==> src/rtl/ctrl_pkg.sv <==
// rtl/ctrl_pkg.sv - shared state, opcode and select encodings for the multicycle control path
package ctrl_pkg;

  typedef enum logic [3:0] {
    S_FETCH,
    S_DECODE,
    S_MEMADR,
    S_MEMREAD,
    S_MEMWB,
    S_MEMWRITE,
    S_EXECUTER,
    S_EXECUTEI,
    S_LUI,
    S_ALUWB,
    S_BRANCH,
    S_JAL,
    S_JALR,
    S_JALRWB,
    S_ILLEGAL
  } state_t;

  localparam logic [6:0] OP_LOAD   = 7'b0000011;
  localparam logic [6:0] OP_STORE  = 7'b0100011;
  localparam logic [6:0] OP_RTYPE  = 7'b0110011;
  localparam logic [6:0] OP_ITYPE  = 7'b0010011;
  localparam logic [6:0] OP_BRANCH = 7'b1100011;
  localparam logic [6:0] OP_JAL    = 7'b1101111;
  localparam logic [6:0] OP_JALR   = 7'b1100111;
  localparam logic [6:0] OP_LUI    = 7'b0110111;

  localparam logic [1:0] RES_ALUOUT = 2'b00;
  localparam logic [1:0] RES_DATA   = 2'b01;
  localparam logic [1:0] RES_ALURES = 2'b10;

  localparam logic [1:0] SRCA_PC    = 2'b00;
  localparam logic [1:0] SRCA_OLDPC = 2'b01;
  localparam logic [1:0] SRCA_RS1   = 2'b10;
  localparam logic [1:0] SRCA_ZERO  = 2'b11;

  localparam logic [1:0] SRCB_RS2  = 2'b00;
  localparam logic [1:0] SRCB_IMM  = 2'b01;
  localparam logic [1:0] SRCB_FOUR = 2'b10;

  localparam logic [1:0] ALUOP_ADD   = 2'b00;
  localparam logic [1:0] ALUOP_BR    = 2'b01;
  localparam logic [1:0] ALUOP_FUNCT = 2'b10;

  localparam logic [2:0] IMM_I = 3'b000;
  localparam logic [2:0] IMM_S = 3'b001;
  localparam logic [2:0] IMM_B = 3'b010;
  localparam logic [2:0] IMM_J = 3'b011;
  localparam logic [2:0] IMM_U = 3'b100;

endpackage

==> src/rtl/imm_src_dec.sv <==
// rtl/imm_src_dec.sv - combinational opcode to immediate-format decode
module imm_src_dec
  import ctrl_pkg::*;
(
  input  logic [6:0] op,
  output logic [2:0] imm_src
);

  always_comb begin
    imm_src = IMM_I;
    case (op)
      OP_STORE:  imm_src = IMM_S;
      OP_BRANCH: imm_src = IMM_B;
      OP_JAL:    imm_src = IMM_J;
      OP_LUI:    imm_src = IMM_U;
      default:   imm_src = IMM_I;
    endcase
  end

endmodule

==> src/rtl/multicycle_ctrl.sv <==
// rtl/multicycle_ctrl.sv - Moore control FSM for the shared-memory multicycle RV32I core
module multicycle_ctrl
  import ctrl_pkg::*;
#(
  parameter bit MEM_WAIT     = 1'b1,
  parameter bit ILLEGAL_HALT = 1'b1,
  parameter int CNT_W        = 32
) (
  input  logic             clk,
  input  logic             reset,
  input  logic [6:0]       op,
  input  logic             MemReady,
  output logic             MemReq,
  output logic             AdrSrc,
  output logic             IRWrite,
  output logic             PCUpdate,
  output logic             Branch,
  output logic             RegWrite,
  output logic             MemWrite,
  output logic [1:0]       ResultSrc,
  output logic [1:0]       ALUSrcA,
  output logic [1:0]       ALUSrcB,
  output logic [1:0]       ALUOp,
  output logic [2:0]       ImmSrc,
  output logic             Illegal,
  output logic             InstrDone,
  output logic [CNT_W-1:0] Instret
);

  state_t state, next;
  logic   ready;

  assign ready = MemReady | ~MEM_WAIT;

  imm_src_dec u_imm_src_dec (
    .op      (op),
    .imm_src (ImmSrc)
  );

  always_ff @(posedge clk or posedge reset) begin
    if (reset) begin
      state   <= S_FETCH;
      Instret <= '0;
    end else begin
      state <= next;
      if (InstrDone) Instret <= Instret + CNT_W'(1);
    end
  end

  always_comb begin
    next      = state;
    MemReq    = 1'b0;
    AdrSrc    = 1'b0;
    IRWrite   = 1'b0;
    PCUpdate  = 1'b0;
    Branch    = 1'b0;
    RegWrite  = 1'b0;
    MemWrite  = 1'b0;
    ResultSrc = RES_ALUOUT;
    ALUSrcA   = SRCA_PC;
    ALUSrcB   = SRCB_RS2;
    ALUOp     = ALUOP_ADD;
    Illegal   = 1'b0;
    InstrDone = 1'b0;
    case (state)
      S_FETCH: begin
        // PC+4 is written only in the ready cycle so a stalled fetch cannot advance PC twice
        MemReq    = 1'b1;
        ALUSrcB   = SRCB_FOUR;
        ResultSrc = RES_ALURES;
        IRWrite   = ready;
        PCUpdate  = ready;
        if (ready) next = S_DECODE;
      end
      S_DECODE: begin
        ALUSrcA = SRCA_OLDPC;
        ALUSrcB = SRCB_IMM;
        case (op)
          OP_LOAD, OP_STORE: next = S_MEMADR;
          OP_RTYPE:          next = S_EXECUTER;
          OP_ITYPE:          next = S_EXECUTEI;
          OP_BRANCH:         next = S_BRANCH;
          OP_JAL:            next = S_JAL;
          OP_JALR:           next = S_JALR;
          OP_LUI:            next = S_LUI;
          default:           next = S_ILLEGAL;
        endcase
      end
      S_MEMADR: begin
        ALUSrcA = SRCA_RS1;
        ALUSrcB = SRCB_IMM;
        next    = op[5] ? S_MEMWRITE : S_MEMREAD;
      end
      S_MEMREAD: begin
        MemReq = 1'b1;
        AdrSrc = 1'b1;
        if (ready) next = S_MEMWB;
      end
      S_MEMWB: begin
        ResultSrc = RES_DATA;
        RegWrite  = 1'b1;
        InstrDone = 1'b1;
        next      = S_FETCH;
      end
      S_MEMWRITE: begin
        MemReq   = 1'b1;
        AdrSrc   = 1'b1;
        MemWrite = 1'b1;
        if (ready) begin
          InstrDone = 1'b1;
          next      = S_FETCH;
        end
      end
      S_EXECUTER: begin
        ALUSrcA = SRCA_RS1;
        ALUOp   = ALUOP_FUNCT;
        next    = S_ALUWB;
      end
      S_EXECUTEI: begin
        ALUSrcA = SRCA_RS1;
        ALUSrcB = SRCB_IMM;
        ALUOp   = ALUOP_FUNCT;
        next    = S_ALUWB;
      end
      S_LUI: begin
        ALUSrcA = SRCA_ZERO;
        ALUSrcB = SRCB_IMM;
        next    = S_ALUWB;
      end
      S_ALUWB: begin
        RegWrite  = 1'b1;
        InstrDone = 1'b1;
        next      = S_FETCH;
      end
      S_BRANCH: begin
        ALUSrcA   = SRCA_RS1;
        ALUOp     = ALUOP_BR;
        Branch    = 1'b1;
        InstrDone = 1'b1;
        next      = S_FETCH;
      end
      S_JAL: begin
        ALUSrcA  = SRCA_OLDPC;
        ALUSrcB  = SRCB_FOUR;
        PCUpdate = 1'b1;
        next     = S_ALUWB;
      end
      S_JALR: begin
        // target goes to PC directly; the link value is rebuilt from OldPC+4 next cycle
        ALUSrcA   = SRCA_RS1;
        ALUSrcB   = SRCB_IMM;
        ResultSrc = RES_ALURES;
        PCUpdate  = 1'b1;
        next      = S_JALRWB;
      end
      S_JALRWB: begin
        ALUSrcA   = SRCA_OLDPC;
        ALUSrcB   = SRCB_FOUR;
        ResultSrc = RES_ALURES;
        RegWrite  = 1'b1;
        InstrDone = 1'b1;
        next      = S_FETCH;
      end
      S_ILLEGAL: begin
        Illegal = 1'b1;
        next    = ILLEGAL_HALT ? S_ILLEGAL : S_FETCH;
      end
      default: next = S_FETCH;
    endcase
  end

endmodule

==> config.mk <==
export PLATFORM = sky130hd
export DESIGN_NAME = multicycle_ctrl
export DESIGN_NICKNAME = d
export VERILOG_FILES = /design/src/rtl/ctrl_pkg.sv /design/src/rtl/imm_src_dec.sv /design/src/rtl/multicycle_ctrl.sv
export SDC_FILE = /design/constraint.sdc
export NUM_CORES = 1
export LEC_CHECK = 0
export CAP_MARGIN = 20
export CORE_MARGIN = 1.5
export CORE_UTILIZATION = 48
export DETAILED_ROUTE_END_ITERATION = 8
export PLACE_DENSITY_LB_ADDON = 0.12
export SYNTH_ARGS = -nofsm -noshare
export SYNTH_HDL_FRONTEND = slang
export SYNTH_SLANG_ARGS = --single-unit
==> constraint.sdc <==
create_clock -name clk -period 2.7 [get_ports clk]
set_clock_uncertainty 0.15 [all_clocks]
set_input_delay 0.54 -clock clk [delete_from_list [all_inputs] [get_ports clk]]
set_output_delay 0.54 -clock clk [all_outputs]
set_load 0.02 [all_outputs]
==> impl_results.md <==
- Clock transition at path regs: ~0.060 ns
- WP data required: 2.01 ns
- Max cap viols: 0
- Synth Area in Adders: 0.575%
- Crit-path leading delay family: buffers and inverters
- Initial antenna violation count: 0
- XOR/XNOR Fraction of Synth Area: 13.3%
- Clock buffer depth: 2
- Postcts setup bufs: 0
- Worst-path cell chain: clkdlybuf4s50_1, or3_1, a211oi_1, dlygate4sd2_1
- Synth top area cells: dfrtp_1 41%, xnor2_1 12%, nand2_1 4.7%
- Static Leakage: 1.35 nW
- Layout Nets: 320
- Die Ht: 70.3 µm
- Relative slew slack: 70.9%
- Final WL: 4870 µm
- Routed vias: 1969
- Commonest non-fill, non-tap cell in the layout: clkdlybuf4s50_1
- # hold bufs at CTS: 0
- GR peak layer: met2
- Period minus WS final: 2.59 ns
- VDD IR-drop max: between 0.0007 and 0.0008 V
- Synthesized cell area: between 2000 and 2500 µm²
- Clock sink count: 36
- Most frequent cells in the layout: 47 x clkdlybuf4s50_1, 35 x dfrtp_1, 30 x xnor2_1
- Largest family of logic cells by synthesized area: simple AND/OR/NAND/NOR gates
- Slack of the critical path: 0.107 ns
- Critical Path End Type: primary output
- Endpoints failing setup: 0
- CP max stage delay: between 0.4 and 0.5 ns
- Crit. path cell count: 4
- H-tree depth: 2
- Max-slew violations: 0
- Post-DR wirelength/cell: 13.4 µm
- Area grow syn2layout: 38.6%
- Outcome: finished, final reports clean
- Clk_lat worst skew: 0.28 ns
- Crit share post-route: 96.0%
- Site row count: 24
- RSZ-0062 raised after global routing: no
- Area taken by multi-input logic gates: roughly 1200 µm²
- Arr. time, crit path: between 1.5 and 2 ns
- First-pass iteration count of the detailed router: 4
- Setup TNS: 0 ns
- Detailed placer's ending HPWL: 3700 µm
- Met1 usage: 25.3%
- Hold-critical path depth: 1
- Met2 Use GR: 36.4%
- Sequential share of the synthesized area: 41.4%
- CTS root buffer: clkbuf_8
- Yosys cell types: 47
- HP Class: reg2reg
- Synthesized instance count: 237
- Placer Congestion: 0.842
- Hold Worst Slack: 0.315 ns
- Mux contribution to synthesized area: 0.517%
- Mean Syn Cell Area: 9.19 µm²
- Count of port buffers added during placement: 61
- Share of layout cells above drive strength 1: 11.9%
- Syn_nets: 248
- Setup CP Type: in2out
- CTS tree: built
- Met3 usage: between 4 and 5%
- Post-synthesis compound-gate area fraction: 13.9%
- DRT antenna net count: 0
- Core Footprint: 4350 µm²
- Die area: between 4000 and 5000 µm²
- Vias in the first global route: 1839
- Flop2flop setup slack: 0.56 ns
- Finished Cell Area: around 3000 µm²
- FF-to-FF path depth: 6
- Slew of the pin with the lowest slew margin: 0.436 ns
- Yosys top cell by area: dfrtp_1
- TritonCTS Buffers: 5
- Area post-placement: 2920 µm²
- Via density: 5.44
- Synth Area in Simple Gates: 26.3%
- Buf+Inv Stages, Crit Path: 2
- YS warnings: 0
- Pre-CTS WS: -0.190 ns
- Fin. Hold Viols: 0
- DRC Markers: 0
- Crit path max fanout: 2
- CP startpoint kind: input port
- Seq cells post-synth: 36
- Share of the synthesized area in the top cell type: 41.4%
- Reg area: 902 µm²
- Die width: around 70 µm
- First-pass GRT wire length: 8220 µm
- Post-CTS sizing: 7
- # diodes: 0
- Initial core utilization: 50.0%
- IO Pins: 62
- Worst path slowest cell: clkdlybuf4s50_1
- All-Layer GR Usage: 20.5%
- Fmax: slightly below 0.4 GHz
- Drt initial violations: ~70
- Largest net degree at the start of global routing: 37
- Overflow after GRT: 0
- Number of fill cells in the layout: between 300 and 400
- Power Density: 808 nW/µm²
## power breakdown
part	leakage, nW	switching (mW)	internal (mW)
combinational	0.823	0.723	0.598
sequential	0.479	0.122	0.619
clock	0.0455	0.169	0.208
## layer usage
| layer | share of wire (%) | vias to the layer above | wire [µm] |
|---|---|---|---|
| li1 | - | 971 | - |
| met1 | 44 | 919 | 2130 |
| met2 | 50 | 74 | 2410 |
| met3 | 5.6 | 5 | 274 |
| met4 | 1.0 | 0 | 49 |
| met5 | 0 | - | 0 |
## registers in the layout, summed over array words and instances, names as in the netlist
register	flops
state	4
Instret	32
## kinds of logic (layout without fill, tap and decap cells)
logic type | after synthesis | in the layout
XOR/XNOR | 33 | 33
AO/OA/AOI/OAI | 38 | 38
flip-flops | 36 | 36
AND/OR/NAND/NOR | 109 | 109
buffers and inverters | 19 | 92
adder cells (fa/ha/maj) | 1 | 1
multiplexers | 1 | 1
## synth_stat cells (all sizes together)
master / count
o311a: 1
or3: 2
o31ai: 3
o31a: 1
nand2: 28
buf: 7
a2111oi: 1
o21a: 1
nand2b: 4
a22o: 1
inv: 5
nand3: 17
a31oi: 1
clkbuf: 7
nor2b: 3
nand4: 9
a21boi: 1
ha: 1
and3: 7
nand4b: 1
nor2: 17
xor2: 3
xnor2: 30
a21o: 3
or2: 1
dfrtp: 36
and4: 4
o22ai: 2
o2bb2ai: 2
a21oi: 8
nor3b: 1
o21ai: 7
nor4: 3
and2: 5
a211oi: 6
or3b: 1
mux2: 1
nor3: 6
## worst reg2reg max path, cell delays in order (launching register included)
cell      delay, ns
dfrtp_1        0.42
nand2b_4       0.19
or3_1          0.39
buf_4          0.20
a211oi_4       0.34
nand4_1        0.18
xnor2_1        0.16
## metrics by stage
step           total power [mW]  util, %  instances
4_1_cts                    2.47     68.9        362
3_5_place_dp               2.10     67.0        354
3_3_place_gp               2.09     67.0        354
5_1_grt                    2.60     69.3        362
2_1_floorplan              1.56        -        237
6_report                   2.44     69.3        362
## area by class of cell
type | count | share of cell area, %
Clock buffer | 8 | 2.99
Inverter | 5 | 0.622
Multi-Input combinational cell | 182 | 39.3
Timing Repair Buffer | 79 | 25.0
Tap cell | 52 | 2.16
Sequential cell | 36 | 29.9
## worst paths after layout
check | from | to
worst min-delay path | Instret[31] | Instret[31]
worst min register to register | Instret[31] | Instret[31]
worst max register to register | state[1] | Instret[29]
min in group asynchronous | reset | Instret[27]
max in group asynchronous | reset | state[0]
worst max-delay path | op[2] | ImmSrc[0]
No activity file was read; power rests on OpenSTA's default activity.
